[src/rtl/bin2seg_pkg.sv]
// bin2seg_pkg: shared FSM state type, blank pattern and BCD digit to 7-segment lookup.
package bin2seg_pkg;

    typedef enum logic [1:0] {IDLE, SHIFT, DONE} state_t;

    localparam logic [6:0] SEG_BLANK = 7'h00;

    // Segment order {g,f,e,d,c,b,a}, active-high; non-decimal codes render blank.
    function automatic logic [6:0] seg7_code(input logic [3:0] d);
        case (d)
            4'd0:    seg7_code = 7'h3F;
            4'd1:    seg7_code = 7'h06;
            4'd2:    seg7_code = 7'h5B;
            4'd3:    seg7_code = 7'h4F;
            4'd4:    seg7_code = 7'h66;
            4'd5:    seg7_code = 7'h6D;
            4'd6:    seg7_code = 7'h7D;
            4'd7:    seg7_code = 7'h07;
            4'd8:    seg7_code = 7'h7F;
            4'd9:    seg7_code = 7'h6F;
            default: seg7_code = SEG_BLANK;
        endcase
    endfunction

endpackage

[src/rtl/bin2seg_conv_seg7_enc.sv]
// seg7_enc: combinational BCD digit to 7-segment pattern with a blank override.
module seg7_enc
    import bin2seg_pkg::*;
(
    input  logic [3:0] digit,
    input  logic       blank,
    output logic [6:0] seg
);

    assign seg = blank ? SEG_BLANK : seg7_code(digit);

endmodule

[src/rtl/bin2seg_conv.sv]
// bin2seg_conv: sequential double-dabble binary to BCD converter with registered 7-segment outputs.
// Optional leading-zero blanking of the segment outputs when LZ_BLANK_EN is defined.
module bin2seg_conv
    import bin2seg_pkg::*;
#(
    parameter int BIN_W  = 16,
    parameter int DIGITS = 5
) (
    input  logic                  clock,
    input  logic                  rst,
    input  logic                  in_valid,
    output logic                  in_ready,
    input  logic [BIN_W-1:0]      in_data,
    output logic                  out_valid,
    input  logic                  out_ready,
    output logic [DIGITS*4-1:0]   bcd,
    output logic [DIGITS*7-1:0]   seg
);

    localparam int CW = $clog2(BIN_W + 1);

    if (BIN_W < 4 || BIN_W > 32) begin : g_width_chk
        $error("bin2seg_conv: BIN_W must be within 4..32");
    end
    if (64'd10 ** DIGITS <= (64'd1 << BIN_W) - 64'd1) begin : g_digits_chk
        $error("bin2seg_conv: DIGITS too small to hold 2**BIN_W-1");
    end

    state_t                state_q, state_d;
    logic [CW-1:0]         cnt_q, cnt_d;
    logic [BIN_W-1:0]      bin_q, bin_d;
    logic [DIGITS*4-1:0]   acc_q, acc_d, adj;
    logic [DIGITS*4-1:0]   bcd_q, bcd_d;
    logic [DIGITS*7-1:0]   seg_q, seg_d, seg_w;
    logic [DIGITS-1:0]     blank;

    for (genvar i = 0; i < DIGITS; i++) begin : g_dig
`ifdef LZ_BLANK_EN
        assign blank[i] = (i != 0) && (acc_q[DIGITS*4-1:i*4] == '0);
`else
        assign blank[i] = 1'b0;
`endif
        seg7_enc u_enc (.digit(acc_q[4*i+:4]), .blank(blank[i]), .seg(seg_w[7*i+:7]));
    end

    always_comb begin
        state_d = state_q;
        cnt_d   = cnt_q;
        bin_d   = bin_q;
        acc_d   = acc_q;
        bcd_d   = bcd_q;
        seg_d   = seg_q;
        adj     = acc_q;
        for (int i = 0; i < DIGITS; i++)
            if (acc_q[4*i+:4] >= 4'd5) adj[4*i+:4] = acc_q[4*i+:4] + 4'd3;
        case (state_q)
            IDLE: if (in_valid) begin
                state_d = SHIFT;
                bin_d   = in_data;
                acc_d   = '0;
                cnt_d   = '0;
            end
            // The extra cycle after the last shift publishes the finished accumulator.
            SHIFT: if (cnt_q == CW'(BIN_W)) begin
                bcd_d   = acc_q;
                seg_d   = seg_w;
                state_d = DONE;
            end else begin
                {acc_d, bin_d} = {adj, bin_q} << 1;
                cnt_d          = cnt_q + CW'(1);
            end
            DONE: if (out_ready) state_d = IDLE;
            default: state_d = IDLE;
        endcase
    end

    always_ff @(posedge clock or posedge rst) begin
        if (rst) begin
            state_q <= IDLE;
            cnt_q   <= '0;
            bin_q   <= '0;
            acc_q   <= '0;
            bcd_q   <= '0;
            seg_q   <= '0;
        end else begin
            state_q <= state_d;
            cnt_q   <= cnt_d;
            bin_q   <= bin_d;
            acc_q   <= acc_d;
            bcd_q   <= bcd_d;
            seg_q   <= seg_d;
        end
    end

    assign in_ready  = (state_q == IDLE);
    assign out_valid = (state_q == DONE);
    assign bcd       = bcd_q;
    assign seg       = seg_q;

endmodule
[config.mk]
export PLATFORM = sky130hd
export DESIGN_NAME = bin2seg_conv
export DESIGN_NICKNAME = d
export VERILOG_FILES = /design/src/rtl/bin2seg_pkg.sv /design/src/rtl/bin2seg_conv_seg7_enc.sv /design/src/rtl/bin2seg_conv.sv
export SDC_FILE = /design/constraint.sdc
export NUM_CORES = 1
export LEC_CHECK = 0
export BUFFER_PORTS_ARGS = -buffer_cell sky130_fd_sc_hd__buf_2
export CAP_MARGIN = 0
export CORE_MARGIN = 5
export CORE_UTILIZATION = 41
export DETAILED_ROUTE_END_ITERATION = 7
export PLACE_DENSITY = 0.72
export SLEW_MARGIN = 0
export SYNTH_ARGS = -nofsm -noshare
export SYNTH_HDL_FRONTEND = slang
export SYNTH_SLANG_ARGS = --single-unit
[constraint.sdc]
create_clock -name clock -period 4.4 [get_ports clock]
set_clock_uncertainty 0.2 [all_clocks]
set_input_delay 0.88 -clock clock [delete_from_list [all_inputs] [get_ports clock]]
set_output_delay 0.88 -clock clock [all_outputs]
set_load 0.02 [all_outputs]
# Word level (Yosys, flattened, before mapping)
# Memory sizes are Yosys's and may differ from the RTL's. A register that Yosys moved wholly into a read port is not among the register bits.
# Cells that the tools add are included.
# op_classes
add_sub_neg	6
magnitude_cmp	5
n_eq_ne	7
mux	18
reduce_logical	5
# ops
operator	n
$mux W20	2
$pmux W20 S2	1
$mux W16	2
$pmux W16 S2	1
$ge A4 B3 Y1 const B	5
$add A4 B2 Y4 const B	4
$mux W4	4
$mux W5	2
$pmux W5 S2	1
$mux W2	3
$ne A2 B2 Y1 const B	3
$pmux W2 S3	1
$reduce_and A3 Y1	2
$add A5 B1 Y5 const B	1
$eq A5 B5 Y1 const B	1
$add A3 B2 Y3 const B	1
$mux W3	1
$eq A2 B1 Y1 const B	1
$eq A2 B2 Y1 const B	1
$logic_not A2 Y1	1
$ne A2 B1 Y1 const B	1
$reduce_and A2 Y1	1
$reduce_bool A2 Y1	1
# word_totals
regBits	63
mem_bits_ro	560
in_bits	20
out_inout_bits	57
word_cells	51
n_memories	5
# memory_table
name	depth	word_bits	read_ports	rd_ports_with_merged_regs	write_ports	line_no	rtl
(name not given)	16	7	1	1	0	bin2seg_pkg.sv:10	case (d)
(name not given)	16	7	1	1	0	bin2seg_pkg.sv:10	
(name not given)	16	7	1	1	0	bin2seg_pkg.sv:10	
(name not given)	16	7	1	1	0	bin2seg_pkg.sv:10	
(name not given)	16	7	1	1	0	bin2seg_pkg.sv:10	

# Logic depth before layout (Yosys ltp)
# logic_depth
word_depth	4
ltp_mapped	9
ltp_nobuf	6

# Hierarchy
# A second synthesis with hierarchy kept.
# unflattened
cells_unflattened	506
area_unflattened_um2	5480.3
# modules_own_cells
mod	n_inst	cells_each	area_per_inst_um2	seq_area_each_um2
bin2seg_conv	1	351	4329.2	2452.4
seg7_enc	5	31	230.2	0.0

# Least setup slack after synthesis
# No wires, ideal clock.
# synth_path
kind	input -> register
from	input port in_valid
to	register acc_q[17]
setup_time_ns	0.082
t_arrival_ns	1.670
path_slack_ns	2.447
path_stages	6
n_path_buf	2
path_cell_list	o21bai_1 > a31o_1 > buf_6 > inv_8 > buf_6 > o22ai_1
# synth_between
elab_chain_cells	2
# synth_rtl
element	line_no	rtl
from (decl)	bin2seg_conv.sv:11	input logic in_valid,
$ne A2 B2 Y1 (no line)	--	
$reduce_and A3 Y1 (no line)	--	
to (signal assigned)	bin2seg_conv.sv:82	acc_q <= '0;
to (signal assigned)	bin2seg_conv.sv:89	acc_q <= acc_d;
to (decl)	bin2seg_conv.sv:32	logic [DIGITS*4-1:0] acc_q, acc_d, adj;
# Every way passes these cells.
# A chain may end at the register's enable or synchronous reset.

# Final worst setup path
# layout_path
from	register cnt_q[0]
to	register seg_q[34], in the netlist seg[34]
# layout_between
elab_chain_cells	2
# layout_rtl
element	line_no	rtl
from (decl)	bin2seg_conv.sv:30	logic [CW-1:0] cnt_q, cnt_d;
from (signal assigned)	bin2seg_conv.sv:87	cnt_q <= cnt_d;
$eq A5 B5 Y1	bin2seg_conv.sv:64	SHIFT: if (cnt_q == CW'(BIN_W)) begin
$reduce_and A2 Y1 (no line)	--	
to (decl)	bin2seg_conv.sv:34	logic [DIGITS*7-1:0] seg_q, seg_d, seg_w;
# Every way passes these cells.

==> results.json <==
{
  "status": "finished clean",
  "clkTransAtPathRegs_ns": 0.07,
  "period_share_pct": 60.7,
  "final_cell_mix": "dfrtp_1, nand2_1, buf_2",
  "crit_path_start_kind": "flip-flop",
  "max_slew_margin_pct": 33.5,
  "crit_fanout": 53,
  "grt_pass1_wl_um": 18700,
  "boundaryPins": 77,
  "seq_area_um2": 2450,
  "drt_wl_total_um": 10900,
  "synth_cells": 537,
  "routabilityCongestion": 0.779,
  "netlist_area_um2": 5210,
  "synth_area_leaders": "dfrtp_1, ha_1, o21ai_0",
  "cts_buffers": 9,
  "pre_cts_ws_ns": 1.58,
  "clock-root-buffer": "clkbuf_16",
  "critPathArrivalTime_ns": 2.67,
  "synth-seq-cells": 98,
  "rsz0062_at_grt": "no",
  "clkLatencyLatePin_ns": 0.34,
  "worstHoldStart": "seg[19]",
  "io_buffers": 76,
  "ir_worst_vdd_uv": 387,
  "synth_top_area_share_pct": 47.0,
  "start_util_pct": 41.6,
  "rr_startpoint": "cnt_q[0]",
  "vias_per_cell": 5.07,
  "cts_tree": "built",
  "drv_slew": 0,
  "leakagePower_nw": 2.92,
  "setup_tns_ns": 0,
  "cts_setup_buffers": 0,
  "avgSynthCellArea_um2": 9.71,
  "final_nets": 652,
  "yosysUniqueCellTypes": 39,
  "die_y_um": 123,
  "worstSetupPathType": "flip-flop to flip-flop",
  "ant_nets": 0,
  "wire_per_inst_um": 14.1,
  "synthFlopType": "dfrtp_1",
  "cts_resized": 0,
  "hold_slack_ns": 0.277,
  "setup_viol": 0,
  "drive_gt1_share_pct": 19.9,
  "yosysWarnings": 0,
  "fp-row-count": 41,
  "grt_start_max_net_pins": 83,
  "area_delta_synth_final_pct": 13.2,
  "clk_path_buf_depth": 2,
  "drtPass1Iterations": 4,
  "die_area_um2": 15100,
  "crit_start": "cnt_q[0]",
  "synth-edff-count": 0,
  "grt_overflow": 0,
  "clock_sinks": 98,
  "dieWidth_um": 123,
  "dp_hpwl_um": 7780,
  "hold_class": "flip-flop to flip-flop",
  "async_flop_share_pct": 100,
  "multi_input_area_um2": 2460,
  "grt_pass1_vias": 3820,
  "cp-end-kind": "flip-flop",
  "yosysSeqAreaShare_pct": 47.0,
  "vias": 3910,
  "power.density_nw_per_um2": 828,
  "antenna_found_initial": 0,
  "worstPathRequired_ns": 4.40,
  "period_needed_ns": 2.67,
  "cts_htree_levels": 3,
  "setup_ws_ns": 1.73,
  "timing.fmax_mhz": 374,
  "max-cap-violations": 0,
  "drc": 0,
  "hold_viol_final": 0,
  "drtIter0Drc": 259,
  "final_common_cell": "dfrtp_1",
  "tightest_slew_ns": 0.998,
  "syn_nets": 594,
  "nFillCells": 1192,
  "grt_use_total_pct": 15.5,
  "synth.largest_area_cell": "dfrtp_1",
  "coreArea_um2": 12500,
  "hold_buffers": 0,
  "diodes": 0
}
## path summary, 6_finish.rpt
check                            end  cells after the start  slack (ns)
min                          seg[19]                      2        0.28
min in group asynchronous  bin_q[11]                      2        0.57
max reg2reg                  seg[34]                      7        1.73
max                          seg[34]                      7        1.73
min reg2reg                  seg[19]                      2        0.28
max in group asynchronous    seg[12]                      3        2.62
## metrics by stage
stage | power [W] | area (um2) | util, % | std cells
after floorplan | 0.00359 | 5210 | - | 537
after global placement | 0.00410 | 5630 | 45.0 | 756
after detailed placement | 0.00420 | 5630 | 45.0 | 756
after CTS | 0.00494 | 5900 | 47.1 | 771
after global routing | 0.00537 | 5900 | 47.1 | 771
final | 0.00489 | 5900 | 47.1 | 771
## synth_stat cells, types with 2 or more instances
master and count:
a211oi_1 3, a21o_1 3, a21oi_1 22, a22o_1 7, a31oi_1 5, and2_1 3, and3_1 3, buf_2 11
buf_4 2, buf_6 6, clkbuf_1 10, dfrtp_1 98, ha_1 37, inv_1 25, mux2_2 5, mux2_4 3
mux2i_1 24, nand2_1 86, nand2b_1 14, nand3_1 2, nor2_1 33, nor3_1 2, nor3b_1 4, o21ai_0 75
o21ai_2 15, o22a_1 3, o22ai_1 12, o32ai_1 5, xnor2_1 5, xor2_1 5
## report_power, final
part           internal [W]  switching [W]
sequential          0.00131       0.000402
combinational      0.000988        0.00147
clock              0.000384       0.000335
total               0.00268        0.00221
## area by class of cell
cell class | count | share of cell area, %
timing repair buffer | 78 | 6.70
clock inverter | 5 | 0.700
inverter | 26 | 1.82
multi-input combinational | 382 | 41.7
tap | 172 | 3.65
sequential | 98 | 41.6
clock buffer | 10 | 3.88
## registers in the layout, summed over array words and instances, names as in the netlist
name / flops
seg: 35
acc_q: 20
bcd: 20
bin_q: 16
cnt_q: 5
state_q: 2
## layer usage
layer | GRT usage, % | share of wire, % | vias to the layer above
li1 | - | - | 1964
met1 | 20.7 | 47 | 1851
met2 | 24.7 | 46 | 93
met3 | 4.29 | 6.4 | 2
met4 | 4.13 | 0.28 | 0
met5 | 0 | 0 | -
## cells by family after synthesis
logic type / after synthesis / share of synthesized area, %
simple gates: 150 / 12.4
xor+xnor: 10 / 1.68
mux: 32 / 6.55
buf+inv: 57 / 5.76
flops: 98 / 47.0
compound gates: 153 / 17.7
fa+ha+maj: 37 / 8.88
## critical path: stages (launching register included)
cell,delay (ns)
dfrtp_1,0.42
inv_1,0.07
ha_1,0.13
and3b_1,0.26
nand3_2,0.69
buf_4,0.54
nand2_1,0.11
o21ai_0,0.09
(Power assumes the default switching activity.)
